$ cat src/rtl/sram_like_arbiter.sv
// Shares one SRAM-like memory port between instruction fetch and data access.
// One transaction outstanding at a time; a cancelled fetch completes downstream but its response is dropped.
module sram_like_arbiter #(
  parameter bit DATA_PRIO = 1'b1
) (
  input  logic        clk,
  input  logic        reset,
  input  logic        inst_req,
  input  logic [31:0] inst_addr,
  output logic        inst_addr_ok,
  output logic        inst_data_ok,
  output logic [31:0] inst_rdata,
  input  logic        inst_cancel,
  input  logic        data_req,
  input  logic        data_wr,
  input  logic [1:0]  data_size,
  input  logic [3:0]  data_wstrb,
  input  logic [31:0] data_addr,
  input  logic [31:0] data_wdata,
  output logic        data_addr_ok,
  output logic        data_data_ok,
  output logic [31:0] data_rdata,
  output logic        mem_req,
  output logic        mem_wr,
  output logic [1:0]  mem_size,
  output logic [3:0]  mem_wstrb,
  output logic [31:0] mem_addr,
  output logic [31:0] mem_wdata,
  input  logic        mem_addr_ok,
  input  logic        mem_data_ok,
  input  logic [31:0] mem_rdata,
  output logic [1:0]  state_dbg
);

  // Handshake: a requester holds req and its fields stable until it sees addr_ok
  // in the same cycle; data_ok is a single-cycle pulse with rdata valid alongside it.
  typedef enum logic [1:0] {
    S_IDLE = 2'd0,
    S_REQ  = 2'd1,
    S_WAIT = 2'd2
  } state_t;

  state_t      state, state_nxt;
  logic        owner_data;
  logic        cancel_q;
  logic        wr_q;
  logic [1:0]  size_q;
  logic [3:0]  wstrb_q;
  logic [31:0] addr_q;
  logic [31:0] wdata_q;

  logic grant_data, grant_inst, grant_any, resp_done;

  always_comb begin
    grant_data = 1'b0;
    grant_inst = 1'b0;
    if (state == S_IDLE) begin
      grant_data = data_req && (DATA_PRIO || !inst_req);
      grant_inst = inst_req && !grant_data;
    end
    grant_any = grant_data || grant_inst;
    resp_done = (state == S_WAIT) && mem_data_ok;
  end

  always_comb begin
    state_nxt = state;
    case (state)
      S_IDLE:  if (grant_any)   state_nxt = S_REQ;
      S_REQ:   if (mem_addr_ok) state_nxt = S_WAIT;
      S_WAIT:  if (mem_data_ok) state_nxt = S_IDLE;
      default: state_nxt = S_IDLE;
    endcase
  end

  always_ff @(posedge clk) begin
    if (reset) begin
      state      <= S_IDLE;
      owner_data <= 1'b0;
      cancel_q   <= 1'b0;
      wr_q       <= 1'b0;
      size_q     <= 2'd0;
      wstrb_q    <= 4'd0;
      addr_q     <= 32'd0;
      wdata_q    <= 32'd0;
    end else begin
      state <= state_nxt;
      if (grant_any) begin
        owner_data <= grant_data;
        cancel_q   <= grant_inst && inst_cancel;
        if (grant_data) begin
          wr_q    <= data_wr;
          size_q  <= data_size;
          wstrb_q <= data_wstrb;
          addr_q  <= data_addr;
          wdata_q <= data_wdata;
        end else begin
          wr_q    <= 1'b0;
          size_q  <= 2'd2;
          wstrb_q <= 4'd0;
          addr_q  <= inst_addr;
          wdata_q <= 32'd0;
        end
      end else if (resp_done) begin
        cancel_q <= 1'b0;
      end else if (state != S_IDLE && !owner_data && inst_cancel) begin
        cancel_q <= 1'b1;
      end
    end
  end

  // Every upstream-visible strobe is forced low while reset is held.
  always_comb begin
    inst_addr_ok = grant_inst && !reset;
    data_addr_ok = grant_data && !reset;
    inst_data_ok = resp_done && !owner_data && !cancel_q && !reset;
    data_data_ok = resp_done && owner_data && !reset;
    inst_rdata   = reset ? 32'd0 : mem_rdata;
    data_rdata   = reset ? 32'd0 : mem_rdata;
    mem_req      = (state == S_REQ) && !reset;
    mem_wr       = wr_q;
    mem_size     = size_q;
    mem_wstrb    = wstrb_q;
    mem_addr     = addr_q;
    mem_wdata    = wdata_q;
    state_dbg    = state;
  end

endmodule

$ cat config.mk
export PLATFORM = sky130hd
export DESIGN_NAME = sram_like_arbiter
export DESIGN_NICKNAME = d
export VERILOG_FILES = /design/src/rtl/sram_like_arbiter.sv
export SDC_FILE = /design/constraint.sdc
export NUM_CORES = 1
export LEC_CHECK = 0
export BUFFER_PORTS_ARGS = -buffer_cell sky130_fd_sc_hd__clkbuf_2
export CAP_MARGIN = 20
export CORE_AREA = 2 2 111 113
export DETAILED_ROUTE_END_ITERATION = 7
export DIE_AREA = 0 0 113 115
export PLACE_DENSITY = 0.74
export REMOVE_ABC_BUFFERS = 1
export SLEW_MARGIN = 10
export SYNTH_ARGS = -nofsm -noshare
export SYNTH_HDL_FRONTEND = slang
export SYNTH_SLANG_ARGS = --single-unit
$ cat constraint.sdc
create_clock -name clk -period 4 [get_ports clk]
set_input_delay 0 -clock clk [delete_from_list [all_inputs] [get_ports clk]]
set_output_delay 0 -clock clk [all_outputs]
set_load 0.01 [all_outputs]
After elaboration in Yosys (flattened, before gate mapping)
Cells that the tools add are included.
{"block": "classes", "add_sub_neg": 0, "mul": 0, "div": 0, "order_cmp": 0, "n_eq_ne": 5, "shift": 0, "n_mux": 15, "bitwise_logic": 0, "n_reduce_logical": 22}
{"op": "2-to-1 mux 32 bit", "n": 3}
{"op": "logical AND 1 bit", "n": 13}
{"op": "2-to-1 mux 2 bit", "n": 4}
{"op": "2-to-1 mux 1 bit", "n": 6}
{"op": "!= test 2 bit, second input constant", "n": 3}
{"op": "one-hot mux 2 bit (3 select lines)", "n": 1}
{"op": "logical NOT 1 bit", "n": 4}
{"op": "2-to-1 mux 4 bit", "n": 1}
{"op": "AND reduction 3 bit", "n": 1}
{"op": "nonzero test 3 bit", "n": 1}
{"op": "equality test 2 x 1 -> 1 bit, second input constant", "n": 1}
{"op": "equality test 2 bit, second input constant", "n": 1}
{"op": "logical NOT 2 bit", "n": 1}
{"op": "nonzero test 2 bit", "n": 1}
{"op": "logical OR 1 bit", "n": 1}
{"block": "totals", "reg_bits": 75, "latchBits": 0, "ramBits": 0, "romBits": 0, "inputBits": 142, "memories": 0}

Logic depth before layout (Yosys ltp)
Gate-level depths: netlist (run 1).
{"block": "depth", "word_depth": 6, "depth_mapped": 7, "depth_no_buf": 4}

Worst setup path after synthesis (run 1)
No wires, ideal clock.
{"block": "synth_timing", "path_kind": "register -> register", "from": "register state[1] (netlist: state_dbg[1])", "to": "register wdata_q[9] (netlist: mem_wdata[9])", "arrival_time_ns": 1.412, "path_slack_ns": 2.471, "path_stages_with_launch": 8, "n_path_buf": 3, "synth_period_minus_slack_ns": 1.529, "path_cell_list": "dfxtp_1 or2_1 buf_2 nor2_4 nor2_1 buf_6 buf_6 a22o_1"}
{"block": "synth_between", "elab_chain_len": 3}
{"item": "from (decl)", "line_no": "43", "source": "state_t state, state_nxt;"}
{"item": "from (signal assigned)", "line_no": "86", "source": "state <= state_nxt;"}
{"item": "logical NOT 2 bit *", "line_no": "57", "source": "if (state == S_IDLE) begin"}
{"item": "2-to-1 mux 1 bit", "line_no": "57"}
{"item": "2-to-1 mux 32 bit or logical OR 1 bit (tied branches)", "line_no": "90, 61"}
{"item": "to (signal assigned)", "line_no": "95", "source": "wdata_q <= data_wdata;"}
{"item": "to (decl)", "line_no": "50", "source": "logic [31:0] wdata_q;"}
Every way passes the cells marked *; elsewhere a longest branch is shown, timed or not.
A chain may end at the register's enable or synchronous reset.

Final worst setup path (run 1)
{"block": "layout_timing", "from": "register state[1] (netlist: state_dbg[1])", "to": "register wdata_q[10] (netlist: mem_wdata[10])"}
The elaborated chain is that of the path after synthesis.

==> summary.md, run 1 <==
| Metric | Value |
|---|---|
| Outcome | `finished, violations left` |
| Violated checks | `DRC` |
| Number of input and output port buffers inserted | `~280` |
| Max stage delay on crit path | `about 0.7 ns` |
| Wirelength per Cell | `14.5 um` |
| Most area-hungry cell type in the Yosys netlist | `sky130_fd_sc_hd__dfxtp_1` |
| Crit. End Element | `flip-flop` |
| Number of enable flip-flop cells after synthesis | `0` |
| Required time of the worst setup path | `4.22 ns` |
| Cell depth of the worst hold path | `3` |
| Flip-flop and latch count after synthesis | `75` |
| Antenna viol nets, final | `0` |
| CTS hold repair buffers | `between 40 and 50` |
| Total power consumption of the routed design | `between 2 and 2.5 mW` |
| Most common cell in the synthesized netlist | `sky130_fd_sc_hd__nor2_1` |
| Fraction of post-synthesis cell area in the top cell type by area | `approximately 44%` |
| Maximum number of pins on one net before global-route repair | `45` |
| Maxcap violations | `0` |
| Adder and majority gate portion of the synthesized area | `0%` |
| Data arrival, critical path | `between 2 and 2.5 ns` |
| Clock-pin slew on the worst setup and hold paths | `approximately 0.06 ns` |
| Y dimension of the die | `~120 um` |
| Max H-tree Level | `3` |
| Library cell appearing most often on the critical path | `sky130_fd_sc_hd__buf_4` |
| Tightest slew margin relative to the limit | `between 30% and 40%` |
| CP Launch Point | `state_dbg[1]$_SDFFE_PP0P_` |
| RSZ-0062 raised after global routing | `false` |
| I/O pin count | `roughly 280` |
| Primary FF master, synth | `sky130_fd_sc_hd__dfxtp_1` |
| Crit path launch type | `flip-flop` |
| Tightest Pin Transition | `roughly 1 ns` |
| Yosys warning count | `0` |
| Shortest period the worst path allows | `between 2 and 2.5 ns` |
| Combined flip-flop and latch cell area | `about 1500 um^2` |
| Worst R2R Setup Slack | `around 1.8 ns` |
| Multi-input gate area | `approximately 1500 um^2` |
| Synthesized-area fraction occupied by xor and xnor cells | `0%` |
| Async set-reset flop share out of synthesis | `0%` |
| Post-Syn Area | `3390 um^2` |
| Library cells used by synthesis | `23` |
| Number of endpoints failing setup at the final stage | `0` |
| Total Routed Length | `12,000 um` |
| Placeable core region | `11,800 um^2` |
| Filler cell count in the final layout | `1,170` |
| Placed wire-length estimate after detailed placement | `approximately 8400 um` |
| Worst-path cell chain | `or2_1 > buf_4 > nor2_4 > nor2_2 > buf_4 > a22o_1` |
| Clock tree from TritonCTS | `built` |
| Total number of placement rows | `40` |
| Max-slew violations | `0` |
| Fraction of the mapped netlist area in compound gates | `approximately a fifth` |
| Worst flop-to-flop path endpoint | `mem_wdata[10]$_SDFFE_PP0P_` |
| Proportion of layout cells with a drive suffix above 1 | `a little under half` |
| Simple-Gate Fraction of Synth Area | `between 20% and 30%` |
| Vias in the first global route | `about 3,500` |
| Biggest area contributors in the synthesized netlist | `sky130_fd_sc_hd__dfxtp_1 44%, sky130_fd_sc_hd__nor2_1 12%, sky130_fd_sc_hd__a22o_1 9.8%` |
| Total track usage | `between 15 and 20%` |
| Number of cells on the worst reg-to-reg path | `6` |
| CP endpoint | `mem_wdata[10]$_SDFFE_PP0P_` |
| Sequential cell area fraction in the yosys report | `44.3%` |
| Wire length of the first global-routing pass | `around 18,000 um` |
| Latest clock arrival within the worst-skew pair | `roughly 0.33 ns` |
| Path type of the worst setup path | `flip-flop to flip-flop` |
| Detailed-route vias per instance | `roughly 4.6` |
| Origin of the critical flop-to-flop path | `state_dbg[1]$_SDFFE_PP0P_` |
| Leakage Power | `2.79 nW` |
| Final Hold Viols | `0` |
| DR iter-0 viols | `about 200` |
| Signed area change from the synthesized netlist to the final layout | `57.7%` |
| 1st-pass router iterations | `6` |
| Post-placement cell area | `4640 um^2` |
| Post-route setup TNS | `0 ns` |
| Synthesized instance count | `400` |
| Setup Skew | `roughly 0.0066 ns` |
| Power per unit of standard cell area | `~400 nW/um^2` |
| Worst VDD drop | `approximately 0.17 mV` |
| Cell at the root of the clock tree | `sky130_fd_sc_hd__clkbuf_16` |
| Worst hold path type | `input pin to flip-flop` |
| Period utilization | `between 50 and 60%` |
| Number of antenna violations at the first check in global routing | `1` |
| Most frequent cells after synthesis | `106 x sky130_fd_sc_hd__nor2_1, 75 x sky130_fd_sc_hd__dfxtp_1, 38 x sky130_fd_sc_hd__a22o_1` |
| Cell at the slowest stage of the critical path | `sky130_fd_sc_hd__nor2_4` |
| Number of gates resized after CTS | `0` |
| Number of sinks handled by clock tree synthesis | `75` |
| Largest family of logic cells by synthesized area | `simple AND/OR/NAND/NOR gates` |
| Maximum fanout along the worst path | `38` |
| Final nets | `817` |
| Total setup buffers inserted after CTS | `0` |
| Die area | `approximately 13,000 um^2` |
| Proportion of synthesized area in mux cells | `0%` |
| Number of buffers created by CTS | `9` |
| Starting utilization of the core area | `between 20% and 30%` |
| Post-route cell area | `5350 um^2` |
| Avg Inst Size Synth | `about 8.5 um^2` |
| Die boundary width | `113 um` |
| Peak Freq | `between 400 and 500 MHz` |
| Global placer's final weighted congestion | `approximately 0.79` |
| Via count of the routed design | `about 3,800` |
| Global route overflow | `0` |
| Clk buf depth | `2` |
| Post-route DRC violation count | `17` |
-- report_power, final --
part	switching [mW]	internal (mW)	total, mW
Combinational	0.260	0.232	0.492
Sequential	0.0378	0.817	0.855
Clock	0.305	0.494	0.799
Total	0.603	1.54	2.15
-- registers in the layout, summed over array words and instances, names as in the netlist --
signal / count
mem_wstrb: 4
mem_addr: 32
cancel_q: 1
mem_wdata: 32
mem_size: 2
mem_wr: 1
owner_data: 1
state_dbg: 2
-- kinds of logic after synthesis --
kind of cell           Yosys count
and+or+nand+nor                182
DFF                             75
buffers and inverters           67
AOI/OAI and AO/OA               76
-- final cells by class --
cell class	count	area share, %
inverter	1	0.0702
clock inverter	5	1.01
sequential	75	28.1
multi-input combinational	258	27.9
clock buffer	10	4.47
timing repair buffer	330	35.0
tap	147	3.44
antenna	1	0.0468
-- placed cells by master (no fill, tap or decap), types with 2 or more instances in the layout --
cell,netlist,routed
sky130_fd_sc_hd__a21oi_1,2,2
sky130_fd_sc_hd__a22o_1,38,38
sky130_fd_sc_hd__a2bb2oi_1,31,31
sky130_fd_sc_hd__buf_4,32,6
sky130_fd_sc_hd__clkbuf_16,0,9
sky130_fd_sc_hd__clkbuf_2,0,283
sky130_fd_sc_hd__clkinv_2,0,3
sky130_fd_sc_hd__dfxtp_1,75,75
sky130_fd_sc_hd__dlygate4sd3_1,0,41
sky130_fd_sc_hd__nand2_1,3,3
sky130_fd_sc_hd__nand2b_1,2,2
sky130_fd_sc_hd__nor2_1,106,104
sky130_fd_sc_hd__nor2_2,0,2
sky130_fd_sc_hd__nor2b_1,32,32
sky130_fd_sc_hd__nor3_1,32,32
sky130_fd_sc_hd__nor3b_1,3,3
sky130_fd_sc_hd__o22ai_1,3,3
-- critical path, delay by kind of cell, from the launching register on --
| kind | cells | cell delay, ns |
|---|---|---|
| buffers and inverters | 2 | 0.52 |
| AOI/OAI and AO/OA | 1 | 0.23 |
| DFF | 1 | 0.36 |
| and+or+nand+nor | 3 | 0.97 |
-- metrics by stage --
step | worst slack (ns) | util (%) | hold WS [ns] | instances
after floorplan | 0.987 | - | 0.0495 | 334
after global placement | 1.76 | 39.3 | 0.218 | 770
after detailed placement | 1.73 | 39.3 | 0.222 | 770
after CTS | 1.72 | 45.2 | 0.00414 | 826
after global routing | 1.60 | 45.3 | 0.0450 | 827
final | 1.77 | 45.3 | 0.0133 | 827
-- layer usage --
layer  track usage (%)  part of all wire (%)  vias to the layer above
li1                  -                     -                     1889
met1              19.8                    39                     1690
met2              30.7                    49                      191
met3              4.64                   8.6                       22
met4              7.80                   2.8                        0
met5                 0                     0                        -
-- worst min path at each step --
| stage | from | endpoint | slack (ns) |
|---|---|---|---|
| after detailed placement | data_wdata[30] | mem_wdata[30]$_SDFFE_PP0P_ | 0.22 |
| after CTS | mem_data_ok | state_dbg[1]$_SDFFE_PP0P_ | 0.004 |
| after floorplan | reset | mem_req | 0.05 |
| after global placement | data_wstrb[0] | mem_wstrb[0]$_SDFFE_PP0P_ | 0.22 |
| final | inst_addr[31] | mem_addr[31]$_SDFFE_PP0P_ | 0.01 |
| after global routing | inst_addr[31] | mem_addr[31]$_SDFFE_PP0P_ | 0.05 |
No activity file was read; power rests on OpenSTA's default activity.
==> run 2: changes to the inputs <==
--- a/config.mk
+++ b/config.mk
@@ -10,7 +10,7 @@
 export CORE_AREA = 2 2 111 113
 export DETAILED_ROUTE_END_ITERATION = 7
 export DIE_AREA = 0 0 113 115
-export PLACE_DENSITY = 0.74
+export PLACE_DENSITY = 0.76
 export REMOVE_ABC_BUFFERS = 1
 export SLEW_MARGIN = 10
 export SYNTH_ARGS = -nofsm -noshare
==> constraint.sdc (replaced) <==
create_clock -name clk -period 1.9 [get_ports clk]
set_input_delay 0 -clock clk [delete_from_list [all_inputs] [get_ports clk]]
set_output_delay 0 -clock clk [all_outputs]
set_load 0.01 [all_outputs]
==> summary.md, run 2 (synthesis gave the netlist of run 1 again) <==
| Metric | Value |
|---|---|
| Cell at the slowest stage of the critical path | `sky130_fd_sc_hd__dfxtp_1` |
| Proportion of layout cells with a drive suffix above 1 | `45.5% (+0.25 points)` |
| Filler cell count in the final layout | `1,144 (-2.2%)` |
| Final Hold Viols | `0 (unchanged)` |
| Clk buf depth | `2 (unchanged)` |
| Die area | `13,000 um^2 (unchanged)` |
| Cell at the root of the clock tree | `sky130_fd_sc_hd__clkbuf_16` |
| Total number of placement rows | `40 (unchanged)` |
| Worst hold start | `data_addr[31]` |
| Latest clock arrival within the worst-skew pair | `0.32 ns (about the same)` |
| Placeable core region | `11,800 um^2 (unchanged)` |
| Crit path launch type | `flip-flop` |
| Global placer's final weighted congestion | `0.834 (+4.9%)` |
| Violated checks | `DRC` |
| Leakage Power | `2.80 nW (+0.62%)` |
| Signed area change from the synthesized netlist to the final layout | `59.2%` |
| Data arrival, critical path | `1.68 ns (-0.76 ns)` |
| Total track usage | `16.9% (-0.51 points)` |
| Worst-path cell chain | `or2_1 > buf_4 > nor3_1 > clkbuf_2` |
| DR iter-0 viols | `236 (+21%)` |
| Total Routed Length | `11,600 um (-3.3%)` |
| Number of endpoints failing setup at the final stage | `0 (unchanged)` |
| Worst hold path type | `input pin to flip-flop` |
| Global route overflow | `0 (unchanged)` |
| Number of input and output port buffers inserted | `283 (unchanged)` |
| Tightest Pin Transition | `0.503 ns (-0.509 ns)` |
| Non-filler cells in the finished layout | `831 (+0.48%)` |
| Vias in the first global route | `3,562 (+0.71%)` |
| Required time of the worst setup path | `1.90 ns (-2.32 ns)` |
| Origin of the critical flop-to-flop path | `state_dbg[1]$_SDFFE_PP0P_` |
| Number of antenna violations at the first check in global routing | `0 (-1)` |
| Multi-input gate area | `1490 um^2 (unchanged)` |
| Wire length of the first global-routing pass | `17,500 um (-2.3%)` |
| Max-slew violations | `0 (unchanged)` |
| 1st-pass router iterations | `8 (+2)` |
| Antenna viol nets, final | `0 (unchanged)` |
| Number of buffers created by CTS | `9 (unchanged)` |
| Clock-pin slew on the worst setup and hold paths | `0.06 ns (about the same)` |
| Period utilization | `between 80% and 90%` |
| Final nets | `822 (+0.61%)` |
| Outcome | `finished, violations left` |
| Crit. End Element | `output pin` |
| Combined flip-flop and latch cell area | `1500 um^2 (unchanged)` |
| Starting utilization of the core area | `28.7% (unchanged)` |
| Y dimension of the die | `115 um (unchanged)` |
| CP Launch Point | `state_dbg[1]$_SDFFE_PP0P_` |
| Setup Skew | `0.00766 ns (+0.00103 ns)` |
| Path type of the worst setup path | `flip-flop to output pin` |
| Power per unit of standard cell area | `813 nW/um^2 (+100%)` |
| Maximum number of pins on one net before global-route repair | `49 (+8.9%)` |
| Post-route DRC violation count | `17 (unchanged)` |
| Placed wire-length estimate after detailed placement | `8050 um (-4.4%)` |
| Via count of the routed design | `3,810 (+0.47%)` |
| Die boundary width | `113 um (unchanged)` |
| Peak Freq | `596 MHz` |
| Number of sinks handled by clock tree synthesis | `75 (unchanged)` |
| Tightest slew margin relative to the limit | `66.5% (+34 points)` |
| Clock tree from TritonCTS | `built` |
| Shortest period the worst path allows | `~1.7 ns` |
| Max stage delay on crit path | `0.37 ns (-0.33 ns)` |
| Post-route setup slack | `0.222 ns (-1.55 ns)` |
| Top library cells by usage in the layout, fill and taps aside | `283 x sky130_fd_sc_hd__clkbuf_2, 104 x sky130_fd_sc_hd__nor2_1, 75 x sky130_fd_sc_hd__dfxtp_1, 42 x sky130_fd_sc_hd__dlygate4sd3_1, 38 x sky130_fd_sc_hd__a22o_1` |
| Wirelength per Cell | `13.9 um (-3.7%)` |
| I/O pin count | `284 (unchanged)` |
| Final hold slack | `0.0392 ns (+0.0259 ns)` |
| Diodes inserted | `0 (-1)` |
| Worst VDD drop | `0.399 mV (+130%)` |
| Maximum fanout along the worst path | `34 (-11%)` |
| RSZ-0062 raised after global routing | `false` |
| Maxcap violations | `0 (unchanged)` |
| Post-placement worst setup slack | `0.386 ns (-1.35 ns)` |
| Most common library cell in the layout ignoring fill and taps | `sky130_fd_sc_hd__clkbuf_2` |
| Max H-tree Level | `3 (unchanged)` |
| Detailed-route vias per instance | `4.58 (about the same)` |
| Placed cell count | `774 (+0.52%)` |
[run 2: cell types whose count changed in the layout (fill, tap and decap cells not counted)]
| cell | previous run | this run |
|---|---|---|
| sky130_fd_sc_hd__buf_12 | 0 | 3 |
| sky130_fd_sc_hd__dlygate4sd3_1 | 41 | 42 |
| sky130_fd_sc_hd__bufinv_16 | 1 | 0 |
| sky130_fd_sc_hd__buf_4 | 6 | 7 |
| sky130_fd_sc_hd__diode_2 | 1 | 0 |
| sky130_fd_sc_hd__clkinvlp_4 | 0 | 2 |
| sky130_fd_sc_hd__clkinv_4 | 1 | 0 |
[run 2: worst max-delay path: cells and delay by family, from the launching register on]
kind / cells / cell delay [ns]
buffers and inverters: 2 / 0.44
and+or+nand+nor: 2 / 0.53
DFF: 1 / 0.37
[run 2: final cells by class]
class | instances | share of cell area, %
repair buffers | 335 | 36.1
flip-flops and latches | 75 | 27.8
multi-input cells | 258 | 27.6
clock buffers | 10 | 4.43
well taps | 147 | 3.41
clock inverters | 5 | 0.556
inverters | 1 | 0.0695
[run 2: path summary, 6_finish.rpt]
check                                                   to  slack [ns]  cells after the start
worst max-delay path                          inst_addr_ok        0.22                      4
worst min-delay path             mem_addr[31]$_SDFFE_PP0P_        0.04                      3
worst max register to register   mem_addr[31]$_SDFFE_PP0P_        0.40                      5
worst min register to register  mem_wdata[22]$_SDFFE_PP0P_        0.47                      1
[run 2: where the power goes]
group / total (mW) / internal (mW) / switching (mW)
clock network: 1.53 / 0.904 / 0.630
registers: 1.80 / 1.72 / 0.0814
logic: 1.05 / 0.508 / 0.545
[run 2: metal layers]
metal | track usage (%) | share of wire [%] | vias up
met4 | 4.72 | 1.4 | 0
met5 | 0 | 0 | -
met1 | 19.4 | 40 | 1708
met3 | 5.43 | 8.9 | 13
met2 | 30.4 | 49 | 191
li1 | - | - | 1898
[run 2: stage by stage]
stage	instance area [um^2]	power, mW	setup TNS, ns	util, %
4_1_cts	5400	4.44	0	45.7
3_5_place_dp	4710	2.82	0	39.9
3_3_place_gp	4710	2.81	0	39.9
5_1_grt	5400	4.64	0	45.7
2_1_floorplan	2990	2.29	-42.39	-
6_report	5400	4.39	0	45.7
[run 2: what timing repair did]
item | 4_1_cts | 5_1_grt
endpoints found under the hold margin | 42 | 0
hold buffers | 42 | 0
setup buffers | 0 | 0
resized for setup | 0 | 0
